--- src/rtl/ifu_fetch_buf.sv ---
// Instruction fetch unit: credit-bounded in-order fetch into a DEPTH-entry {pc, inst} buffer, with redirect/flush.
// Latency: grant in cycle N, response in N+1, head visible to decode in N+2; 1 inst/cycle sustained.
// Backpressure: out_ready=0 fills the buffer; new requests stop once buffer + in-flight + stale reach DEPTH.
module ifu_fetch_buf #(
    parameter int               XLEN     = 64,
    parameter int               ILEN     = 32,
    parameter int               DEPTH    = 4,
    parameter logic [XLEN-1:0]  RESET_PC = 64'h0000_0000_8000_0000
) (
    input  logic             clk,
    input  logic             rst,
    output logic             inst_ena,
    output logic [XLEN-1:0]  inst_addr,
    input  logic             inst_gnt,
    input  logic             inst_rvalid,
    input  logic [ILEN-1:0]  inst,
    output logic             out_valid,
    input  logic             out_ready,
    output logic [ILEN-1:0]  out_inst,
    output logic [XLEN-1:0]  out_pc,
    input  logic             redirect,
    input  logic [XLEN-1:0]  redirect_pc
);

    localparam int AW = $clog2(DEPTH);
    localparam int CW = AW + 1;
    localparam int SW = AW + 3;

    logic [XLEN-1:0] pc;
    logic            run;

    // Instruction buffer: registered storage, head read straight from the array.
    logic [XLEN-1:0] fifo_pc   [DEPTH];
    logic [ILEN-1:0] fifo_inst [DEPTH];
    logic [CW-1:0]   wr_ptr;
    logic [CW-1:0]   rd_ptr;

    // Addresses of requests granted but not yet answered (live requests only).
    logic [XLEN-1:0] ipq [DEPTH];
    logic [CW-1:0]   ipq_wr;
    logic [CW-1:0]   ipq_rd;

    logic [CW-1:0]   outst;
    logic [CW-1:0]   drop;

    logic [CW-1:0]   fifo_count;
    logic [SW-1:0]   credit_used;
    logic            issue;
    logic            resp_any;
    logic            resp_drop;
    logic            resp_keep;
    logic            pop;
    logic [XLEN-1:0] redirect_pc_aligned;

    assign fifo_count  = wr_ptr - rd_ptr;
    assign credit_used = SW'(fifo_count) + SW'(outst) + SW'(drop);

    assign inst_ena  = run && (credit_used < SW'(DEPTH));
    assign inst_addr = pc;
    assign issue     = inst_ena && inst_gnt;

    // A response with nothing outstanding and nothing to drop is a protocol error and is ignored.
    assign resp_any  = inst_rvalid && ((drop != '0) || (outst != '0));
    assign resp_drop = inst_rvalid && (drop != '0);
    assign resp_keep = inst_rvalid && (drop == '0) && (outst != '0);

    assign out_valid = (fifo_count != '0);
    assign out_inst  = fifo_inst[rd_ptr[AW-1:0]];
    assign out_pc    = fifo_pc[rd_ptr[AW-1:0]];
    assign pop       = out_valid && out_ready;

    assign redirect_pc_aligned = redirect_pc & ~XLEN'(3);

    // Fetch PC and run flag; run rises on the first clock after reset release.
    always_ff @(posedge clk or negedge rst) begin
        if (!rst) begin
            pc  <= RESET_PC;
            run <= 1'b0;
        end else begin
            run <= 1'b1;
            if (redirect) begin
                pc <= redirect_pc_aligned;
            end else if (issue) begin
                pc <= pc + XLEN'(4);
            end
        end
    end

    // Pointers and credit counters; redirect converts everything in flight (and this cycle's grant) to stale,
    // minus the response that returns on the redirect edge itself.
    always_ff @(posedge clk or negedge rst) begin
        if (!rst) begin
            wr_ptr <= '0;
            rd_ptr <= '0;
            ipq_wr <= '0;
            ipq_rd <= '0;
            outst  <= '0;
            drop   <= '0;
        end else if (redirect) begin
            wr_ptr <= '0;
            rd_ptr <= '0;
            ipq_wr <= '0;
            ipq_rd <= '0;
            outst  <= '0;
            drop   <= drop + outst + CW'(issue) - CW'(resp_any);
        end else begin
            if (resp_keep) begin
                wr_ptr <= wr_ptr + CW'(1);
                ipq_rd <= ipq_rd + CW'(1);
            end
            if (pop) begin
                rd_ptr <= rd_ptr + CW'(1);
            end
            if (issue) begin
                ipq_wr <= ipq_wr + CW'(1);
            end
            if (resp_drop) begin
                drop <= drop - CW'(1);
            end
            outst <= outst + CW'(issue) - CW'(resp_keep);
        end
    end

    // Buffer storage: a live response is paired with the oldest in-flight address.
    always_ff @(posedge clk or negedge rst) begin
        if (!rst) begin
            for (int i = 0; i < DEPTH; i++) begin
                fifo_pc[i]   <= '0;
                fifo_inst[i] <= '0;
            end
        end else if (resp_keep && !redirect) begin
            fifo_pc[wr_ptr[AW-1:0]]   <= ipq[ipq_rd[AW-1:0]];
            fifo_inst[wr_ptr[AW-1:0]] <= inst;
        end
    end

    // In-flight address queue storage; contents are only read behind valid pointers.
    always_ff @(posedge clk) begin
        if (issue && !redirect) begin
            ipq[ipq_wr[AW-1:0]] <= pc;
        end
    end

endmodule

--- config.mk ---
export PLATFORM = sky130hd
export DESIGN_NAME = ifu_fetch_buf
export DESIGN_NICKNAME = d
export VERILOG_FILES = /design/src/rtl/ifu_fetch_buf.sv
export SDC_FILE = /design/constraint.sdc
export NUM_CORES = 1
export LEC_CHECK = 0
export CAP_MARGIN = 20
export CORE_MARGIN = 1.5
export CORE_UTILIZATION = 55
export CTS_CLUSTER_SIZE = 20
export DETAILED_ROUTE_END_ITERATION = 16
export HOLD_SLACK_MARGIN = 0.05
export PLACE_DENSITY = 0.86
export SYNTH_ARGS = -nofsm -noshare
export SYNTH_HDL_FRONTEND = slang
export SYNTH_SLANG_ARGS = --single-unit
--- constraint.sdc ---
create_clock -name clk -period 5.71 [get_ports clk]
set_input_delay 1.142 -clock clk [delete_from_list [all_inputs] [get_ports clk]]
set_output_delay 1.142 -clock clk [all_outputs]
set_load 0.005 [all_outputs]
==> flow_summary.html <==
<table>
<tr><th>Metric</th><th>Value</th></tr>
<tr><th colspan="2">Run status</th></tr>
<tr><td>Result of the run</td><td>completed</td></tr>
<tr><th colspan="2">Floorplanning</th></tr>
<tr><td>Total die area</td><td>56800 um2</td></tr>
<tr><td>Core region area</td><td>54900 um2</td></tr>
<tr><td>Number of placement rows</td><td>86</td></tr>
<tr><td>Initial Util</td><td>55.5%</td></tr>
<tr><td>Die width</td><td>238 um</td></tr>
<tr><td>Die boundary height</td><td>238 um</td></tr>
<tr><td>Io pins</td><td>264</td></tr>
<tr><th colspan="2">Route</th></tr>
<tr><td>Initial DRT Pass Iterations</td><td>6</td></tr>
<tr><td>Wire per inst</td><td>26.0 um</td></tr>
<tr><td>Average via count per standard cell</td><td>6.37</td></tr>
<tr><td>Via count</td><td>18300</td></tr>
<tr><td>Remaining antenna violation count after routing</td><td>0</td></tr>
<tr><td>Violation count after the first detailed-route iteration</td><td>1648</td></tr>
<tr><td>Total routed wirelength</td><td>74900 um</td></tr>
<tr><td>Number of remaining DRC errors</td><td>0</td></tr>
<tr><th colspan="2">Setup path</th></tr>
<tr><td>Arrival time of data at the critical path endpoint</td><td>4400 ps</td></tr>
<tr><td>Type of origin of the critical path</td><td>flop</td></tr>
<tr><td>Kind of capture point of the worst setup path</td><td>primary output</td></tr>
<tr><td>Origin of the worst setup path</td><td>wr_ptr[0]$_DFFE_PN0P_</td></tr>
<tr><td>Setup CP Type</td><td>flop to primary output</td></tr>
<tr><td>RR Startpoint</td><td>wr_ptr[0]$_DFFE_PN0P_</td></tr>
<tr><td>Worst Path Max Fanout</td><td>6</td></tr>
<tr><td>Required time reported for the critical path endpoint</td><td>4570 ps</td></tr>
<tr><th colspan="2">Synth</th></tr>
<tr><td>Gate count after technology mapping</td><td>1871</td></tr>
<tr><td>Ys async rst share</td><td>64.7%</td></tr>
<tr><td>Yosys top cell by area</td><td>dfrtp_1</td></tr>
<tr><td>Synth Warn #</td><td>0</td></tr>
<tr><td>Unique masters post-synth</td><td>59</td></tr>
<tr><td>Share of the yosys chip area belonging to registers</td><td>61.9%</td></tr>
<tr><td>Cell area after technology mapping</td><td>30400 um2</td></tr>
<tr><td>Synth top cells by count</td><td>454 x dfrtp_1, 378 x mux2_2, 248 x edfxtp_1</td></tr>
<tr><td>Most common flop cell mapped by yosys</td><td>dfrtp_1</td></tr>
<tr><td>Number of synthesized register bits</td><td>703</td></tr>
<tr><td>Number of flops mapped to enable cells by yosys</td><td>248</td></tr>
<tr><td>Most instantiated library cell after synthesis</td><td>dfrtp_1</td></tr>
<tr><td>Syn Area/Cell</td><td>16.3 um2</td></tr>
<tr><td>Area share of the leading cell type in the synthesized netlist</td><td>37.3%</td></tr>
<tr><td>Top post-synthesis cells by area</td><td>dfrtp_1 37%, edfxtp_1 24%, mux2_2 14%</td></tr>
<tr><th colspan="2">STA</th></tr>
<tr><td>Setup repair after global routing missed its margin</td><td>false</td></tr>
<tr><td>Tmin final</td><td>5540 ps</td></tr>
<tr><td>Worst-Margin Slew</td><td>995 ps</td></tr>
<tr><td>Fin Hold WS</td><td>501 ps</td></tr>
<tr><td>Final Hold Vio Count</td><td>0</td></tr>
<tr><td>Total negative setup slack</td><td>0 ps</td></tr>
<tr><td>Max-slew headroom at the worst pin</td><td>33.6%</td></tr>
<tr><td>Final worst path period share</td><td>97.0%</td></tr>
<tr><td>Max frequency</td><td>181 MHz</td></tr>
<tr><td>Count of pins over their slew limit</td><td>0</td></tr>
<tr><td>Clock Skew</td><td>27.1 ps</td></tr>
<tr><td>Total of endpoints with negative setup slack in the final report</td><td>0</td></tr>
<tr><th colspan="2">Worst hold path</th></tr>
<tr><td>Launch point of the worst hold path</td><td>fifo_inst[62]$_DFFE_PN0P_</td></tr>
<tr><td>Class of the tightest hold or removal check</td><td>flop to flop</td></tr>
<tr><th colspan="2">Finish</th></tr>
<tr><td>Ratio of cells with drive above 1 in the final layout</td><td>32.4%</td></tr>
<tr><td>Filler Cell Count</td><td>3586</td></tr>
<tr><td>Final core area utilization</td><td>66.0%</td></tr>
<tr><td>Area added between synthesis and finish</td><td>19.0%</td></tr>
<tr><td>Fin cells</td><td>2877</td></tr>
<tr><td>Number of nets in the layout</td><td>2242</td></tr>
<tr><td>Antenna cell count</td><td>0</td></tr>
<tr><th colspan="2">CTS</th></tr>
<tr><td>H-tree levels</td><td>3</td></tr>
<tr><td>Post-CTS Setup Repair Bufs</td><td>0</td></tr>
<tr><td>Clock buffers created by TritonCTS</td><td>72</td></tr>
<tr><td>TritonCTS clock tree</td><td>done</td></tr>
<tr><td>Clock-pin slew reported for the worst setup and hold paths after clock tree synthesis</td><td>70 ps</td></tr>
<tr><td>Clock latency of the later-clocked register in the worst-skew pair</td><td>630 ps</td></tr>
<tr><td>Root buffer selected by CTS</td><td>clkbuf_16</td></tr>
<tr><td>Total of hold buffers inserted after clock tree synthesis</td><td>0</td></tr>
<tr><td>Post-cts repair resize count</td><td>0</td></tr>
<tr><td>Buffers from clock root to sink, at most</td><td>3</td></tr>
<tr><td>Total clock sinks</td><td>703</td></tr>
<tr><th colspan="2">Global route</th></tr>
<tr><td>Wire length of the first global-routing pass</td><td>115000 um</td></tr>
<tr><td>Number of antenna violations at the first check in global routing</td><td>1</td></tr>
<tr><td>Total global-route track usage</td><td>26.8%</td></tr>
<tr><td>Via count of the first global-routing pass</td><td>19500</td></tr>
<tr><td>Maximum number of pins on one net before global-route repair</td><td>137</td></tr>
<tr><td>Remaining global-route overflow</td><td>0</td></tr>
<tr><th colspan="2">Run</th></tr>
<tr><td>Count of maximum capacitance violations</td><td>0</td></tr>
<tr><th colspan="2">Power</th></tr>
<tr><td>Maximum VDD drop</td><td>242 uV</td></tr>
<tr><td>Power per standard cell area</td><td>384 nW/um2</td></tr>
<tr><td>Pleak</td><td>14.6 nW</td></tr>
<tr><th colspan="2">Placed design</th></tr>
<tr><td>Post-Place Cells</td><td>2741</td></tr>
<tr><td>HPWL after DPL</td><td>45900 um</td></tr>
<tr><td>Port Buffer Count</td><td>257</td></tr>
<tr><td>Routability-driven placement congestion ratio</td><td>0.825</td></tr>
</table>
-- logic make-up (layout without fill, tap and decap cells) --
kind of cell | after synthesis | in the layout | share of synthesized area (%)
buffers and inverters | 143 | 442 | 2.07
adder cells (fa/ha/maj) | 27 | 27 | 1.28
flip-flops | 703 | 703 | 61.9
other | 2 | 5 | 0.0247
AO/OA/AOI/OAI | 123 | 123 | 2.70
XOR/XNOR | 21 | 21 | 0.649
AND/OR/NAND/NOR | 313 | 313 | 5.73
multiplexers | 539 | 539 | 25.7
-- where the power goes --
part / total (mW) / leakage, nW / switching (mW) / internal [mW]
clock network: 4.81 / 1.19 / 1.97 / 2.84
registers: 6.15 / 8.32 / 0.386 / 5.77
logic: 2.93 / 5.05 / 1.29 / 1.64
total: 13.9 / 14.6 / 3.64 / 10.3
-- state kept, by name, summed over array words and instances, names as in the netlist --
signal and flops:
drop 3, outst 3, inst_addr 62, fifo_inst 128, run 1, fifo_pc 248
wr_ptr 3, ipq_rd 2, ipq_wr 2, rd_ptr 3, ipq 248
-- per-layer routing --
metal  wire [um]  global-route usage, %
met1       29100                   35.4
met2       37100                   44.1
met3        5870                   4.99
met4        2770                   11.3
met5           9                      0
-- path summary, 6_finish.rpt --
| path | end | slack, ps | cells after the start |
|---|---|---|---|
| worst max-delay path | inst_ena | 170 | 12 |
| worst min-delay path | fifo_inst[62]$_DFFE_PN0P_ | 500 | 1 |
| worst max register to register | drop[2]$_DFFE_PN0P_ | 830 | 19 |
| worst min register to register | fifo_inst[62]$_DFFE_PN0P_ | 500 | 1 |
| max in group asynchronous | inst_addr[33]$_DFFE_PN0N_ | 3790 | 2 |
| min in group asynchronous | fifo_inst[39]$_DFFE_PN0P_ | 550 | 1 |
-- cells in the final DEF (no fill, tap or decap), drive strengths merged, types with 20 or more instances in the layout --
cell type	count
a31oi	44
and3	23
buf	32
clkbuf	99
clkdlybuf4s50	255
clkinv	20
dfrtp	454
edfxtp	248
ha	20
inv	26
mux2	378
mux4	156
nand2	52
nand3	36
nand4	31
nor2	65
o21ai	21
o31ai	38
or4	42
-- final cells by class --
type	count	area, um2	share of cell area (%)
flip-flops and latches	703	18800	52.0
multi-input cells	1028	11000	30.4
repair buffers	287	2960	8.18
clock buffers	99	2000	5.53
well taps	704	881	2.43
clock inverters	35	424	1.17
inverters	21	78.8	0.218
-- through the flow --
step,area (um2),power (mW),setup WS (ps)
after global placement,33700,9.00,940
after global routing,36200,14.4,14.5
final,36200,13.9,172
after floorplan,30500,7.71,580
after detailed placement,33700,9.15,864
after CTS,36200,14.0,158
-- worst max-delay path, stage by stage (launching register included) --
cell and delay [ps]:
dfrtp_1 420, inv_1 100, ha_1 220, fa_1 380, xnor3_1 250, inv_1 60, fa_1 520, inv_1 70
fa_1 480, nor2_1 150, mux2i_1 200, nor3_2 340, clkdlybuf4s50_1 570
No activity file was read; power rests on OpenSTA's default activity.
==> edit 1 (config.mk and constraints unchanged) <==
`ILEN`: 32 -> 64.
--- a/src/rtl/ifu_fetch_buf.sv
+++ b/src/rtl/ifu_fetch_buf.sv
@@ -5,3 +5,3 @@
     parameter int               XLEN     = 64,
-    parameter int               ILEN     = 32,
+    parameter int               ILEN     = 64,
     parameter int               DEPTH    = 4,
Interface: changed (resized inst and out_inst); port bits go from 264 to 328. No check against the original RTL was run, so the function may have changed too.
==> edit 1 against the unedited design <==
- sequential cell count is 128 higher
- worst setup slack hardly changed
- power is 21% higher
- core utilization is 0.16 points higher
- largest power group unchanged
- wire length is 12% higher
- cell count is 17% higher
- register-to-register slack worse by 0.09 ns
- largest cell class unchanged
- synthesized area is 18% higher
- cell area is 18% higher
==> edit 1: results <==
{
  "status": "complete, no violations",
  "async_flop_share_pct": 70.2,
  "seq_area_share_pct": 51.8,
  "leakagePower_nw": 17.6,
  "fill_cells": 4182,
  "r2r_start": "rd_ptr[0]",
  "hold_ws_ns": 0.500,
  "slowest_delay_ns": 0.52,
  "ys_seq_elements": 831,
  "buf_share_pct": 8.59,
  "numCtsBuffers": 86,
  "antenna_found_initial": 0,
  "grt_pass1_wl_um": 132000,
  "grt_pass1_vias": 22925,
  "synth_xor_area_share_pct": 0.773,
  "slowest_stage": "fa_1",
  "reg2reg_depth": 13,
  "cp_max_fo": 4,
  "nNonClkBuffers": 358,
  "placed_area_um2": 39800,
  "vias": 20879,
  "wl_met2_um": 42800,
  "synth_cell_types": 56,
  "synth_fa_ha_area_share_pct": 1.09,
  "met1_length_um": 32600,
  "r2r_slack_ns": 0.74,
  "grt_usage_pct": 25.8,
  "multi_input_area_share_pct": 30.5,
  "nClkBuffers": 132,
  "drt_wl_total_um": 84100,
  "clock_skew_ns": 0.0311,
  "drt_iter0_drc": 1868,
  "num-multi-input-gates": 1153,
  "ir_drop_mv": 0.349,
  "syn_avg_cell_area_um2": 16.7,
  "routed-wl-met3_um": 5990,
  "holdPathEnd": "fifo_pc[73]",
  "synth_compound_area_share_pct": 2.18,
  "dp_hpwl_um": 52900,
  "maxUsedRoutingLayer": "met4",
  "ys_top_cells_by_area": "dfrtp_1, edfxtp_1, mux2_2"
}
==> edit 1: changes by cell type in the layout (fill, tap and decap cells not counted), sizes merged, moves of 8 or more <==
cell,delta
or4,-18
and3,-8
clkdlybuf4s50,+64
o31ai,-14
clkbuf,+34
o21ai,+17
mux4,+32
xor2,+11
mux2,+126
dfrtp,+128
==> edit 1: per-stage QoR <==
| stage | utilization (%) | setup slack [ns] | cells |
|---|---|---|---|
| floorplan | - | 0.338 | 2142 |
| global placement | 61.8 | 0.901 | 3216 |
| detailed placement | 61.8 | 0.802 | 3216 |
| CTS | 66.1 | 0.106 | 3374 |
| global route | 66.2 | 0.00692 | 3379 |
| finish | 66.2 | 0.172 | 3379 |
==> edit 1: timing repair <==
| action | in CTS | in global routing |
|---|---|---|
| hold buffers | 0 | 0 |
| buffers inserted | 0 | 4 |
| setup endpoints to repair | 0 | 1 |
==> edit 1: power by group <==
| part | leakage, nW | internal (W) | total, W | switching [W] |
|---|---|---|---|---|
| registers | 10.1 | 0.00680 | 0.00726 | 0.000456 |
| clock network | 1.32 | 0.00307 | 0.00536 | 0.00229 |
| logic | 6.16 | 0.00236 | 0.00415 | 0.00179 |
==> edit 1: worst max path at each step <==
stage,from,endpoint,slack (ns),depth (start not counted)
finish,rd_ptr[0],inst_ena,0.17,11
global route,wr_ptr[0],inst_ena,0.007,12
CTS,wr_ptr[0],inst_ena,0.11,12
detailed placement,wr_ptr[0],inst_addr[57],0.80,13
global placement,rd_ptr[1],inst_ena,0.90,10
floorplan,wr_ptr[0],ipq[0][10],0.34,14
==> edit 1: per-layer routing <==
layer | vias up | GRT usage, %
met5 | - | 0
met4 | 0 | 9.50
met3 | 192 | 4.92
met2 | 871 | 43.8
met1 | 10999 | 33.2
li1 | 8817 | -
==> edit 2 (same flow settings) <==
Made on the original files. Make the reset (`rst`) synchronous in 3 clocked blocks.
--- a/src/rtl/ifu_fetch_buf.sv
+++ b/src/rtl/ifu_fetch_buf.sv
@@ -74,3 +74,3 @@
     // Fetch PC and run flag; run rises on the first clock after reset release.
-    always_ff @(posedge clk or negedge rst) begin
+    always_ff @(posedge clk) begin
         if (!rst) begin
@@ -90,3 +90,3 @@
     // minus the response that returns on the redirect edge itself.
-    always_ff @(posedge clk or negedge rst) begin
+    always_ff @(posedge clk) begin
         if (!rst) begin
@@ -124,3 +124,3 @@
     // Buffer storage: a live response is paired with the oldest in-flight address.
-    always_ff @(posedge clk or negedge rst) begin
+    always_ff @(posedge clk) begin
         if (!rst) begin
Check against the original RTL: differs if rst is asserted again (counterexample within 4 cycles, from zero or initial values and one cycle with rst low); with rst held inactive, the same outputs for 4 cycles.
==> edit 2 against the unedited design <==
- synthesized area down 2.5%
- core utilization increased by 0.82 points
- cell area fell by 2.3%
- wire length shrank 6.5%
- worst setup slack improved by 0.20 ns
- non-clock buffer count stayed put
- synthesized cell count shrank 4.1%
- count of clock-buffer cells in the layout increased by 6
- highest routed layer unchanged
- sequential cell count increased by 4
- clock skew decreased by 0.0042 ns
Power is not compared: it rests on default switching activity, and its combinational part moved more than twofold at a synthesized area within 25%.
==> edit 2: results <==
{
  "async_flop_share_pct": 0,
  "yosysSeqAreaShare_pct": 68.7,
  "vias_per_cell": 6.06,
  "r2r_start": "wr_ptr[0]",
  "grt_max_degree": 95,
  "cts_resized": 0,
  "status": "complete, no violations",
  "clkLatencyLatePin_ns": 0.61,
  "pre_cts_slack_ns": 0.866,
  "synth_most_common_cell": "edfxtp_1",
  "fin_nets": 2174,
  "synth_enable_flop_cells": 624,
  "vias": 16917,
  "layout-drive-gt1-share_pct": 15.5,
  "grt_pass1_vias": 17641,
  "drc": 0,
  "fill_cells": 3440,
  "antenna_found_initial": 3,
  "syn_avg_cell_area_um2": 16.5,
  "cp_max_fo": 6,
  "min-delay-start": "ipq_wr[1]",
  "ys_top_cells_by_area": "edfxtp_1, mux4_2, and2_1",
  "grt_pass1_wl_um": 106000,
  "dp_cells": 2663,
  "drt_iter0_drc": 1403,
  "hold_path.class": "reg2reg",
  "synth_cell_types": 49,
  "max-cap-violations": 0,
  "synth_common_cells": "edfxtp_1, and2_1, mux4_2, dfxtp_1, clkbuf_1",
  "drt_first_pass_iters": 5,
  "tightest_slew_ns": 1.13,
  "wire_per_inst_um": 25.1,
  "clock_skew_ns": 0.0229,
  "slowest_stage": "dfxtp_1",
  "crit_arrival_ns": 4.20,
  "numCtsBuffers": 71,
  "dp_hpwl_um": 40300,
  "gp_congestion": 0.853,
  "grt_usage_pct": 25.5,
  "placed_area_um2": 33100,
  "slowest_delay_ns": 0.54
}
## edit 2: cell count changes after synthesis, sizes merged, moves of 31 or more
cell	delta
or4	-36
o31ai	-31
and2	+368
o21ai	+47
mux2	-377
a21oi	+36
a31oi	-31
dfxtp	+83
nor2	-38
dfrtp	-454
edfxtp	+376
## edit 2: logic make-up after synthesis
kind of cell / Yosys count / synth area share (%)
AND/OR/NAND/NOR: 561 / 11.7
adder cells (fa/ha/maj): 24 / 1.19
buffers and inverters: 137 / 1.88
AO/OA/AOI/OAI: 143 / 2.69
flip-flops: 707 / 68.7
other: 1 / 0.0126
multiplexers: 163 / 12.1
XOR/XNOR: 59 / 1.74
## edit 2: cell type report
cell class,instances,area (µm²),area share (%)
flip-flops and latches,707,20400,57.7
multi-input cells,954,8780,24.8
repair buffers,287,2960,8.35
clock buffers,105,2090,5.90
well taps,688,861,2.43
clock inverters,23,186,0.527
inverters,27,103,0.290
diodes,2,5.00,0.0141
## edit 2: path summary, 6_finish.rpt
kind               endpoint  slack [ns]  depth (start not counted)
setup / recovery   inst_ena        0.37                         12
setup reg to reg    drop[2]        0.78                         15
hold reg to reg   ipq_wr[1]        0.50                          2
hold / removal    ipq_wr[1]        0.50                          2
## edit 2: power breakdown
| part | switching [W] | total [W] | internal, W | leakage [nW] |
|---|---|---|---|---|
| registers | 0.000144 | 0.00596 | 0.00581 | 6.85 |
| logic | 0.000393 | 0.000778 | 0.000385 | 4.11 |
| clock network | 0.00191 | 0.00455 | 0.00264 | 1.12 |
| total | 0.00245 | 0.0113 | 0.00883 | 12.1 |
## edit 2: routing by layer
metal | track usage, % | wire length [µm] | vias up
li1 | - | - | 7336
met2 | 42.9 | 34900 | 815
met1 | 33.2 | 26800 | 8607
met3 | 4.97 | 6150 | 155
met4 | 9.38 | 2070 | 4
met5 | 0 | 22 | -
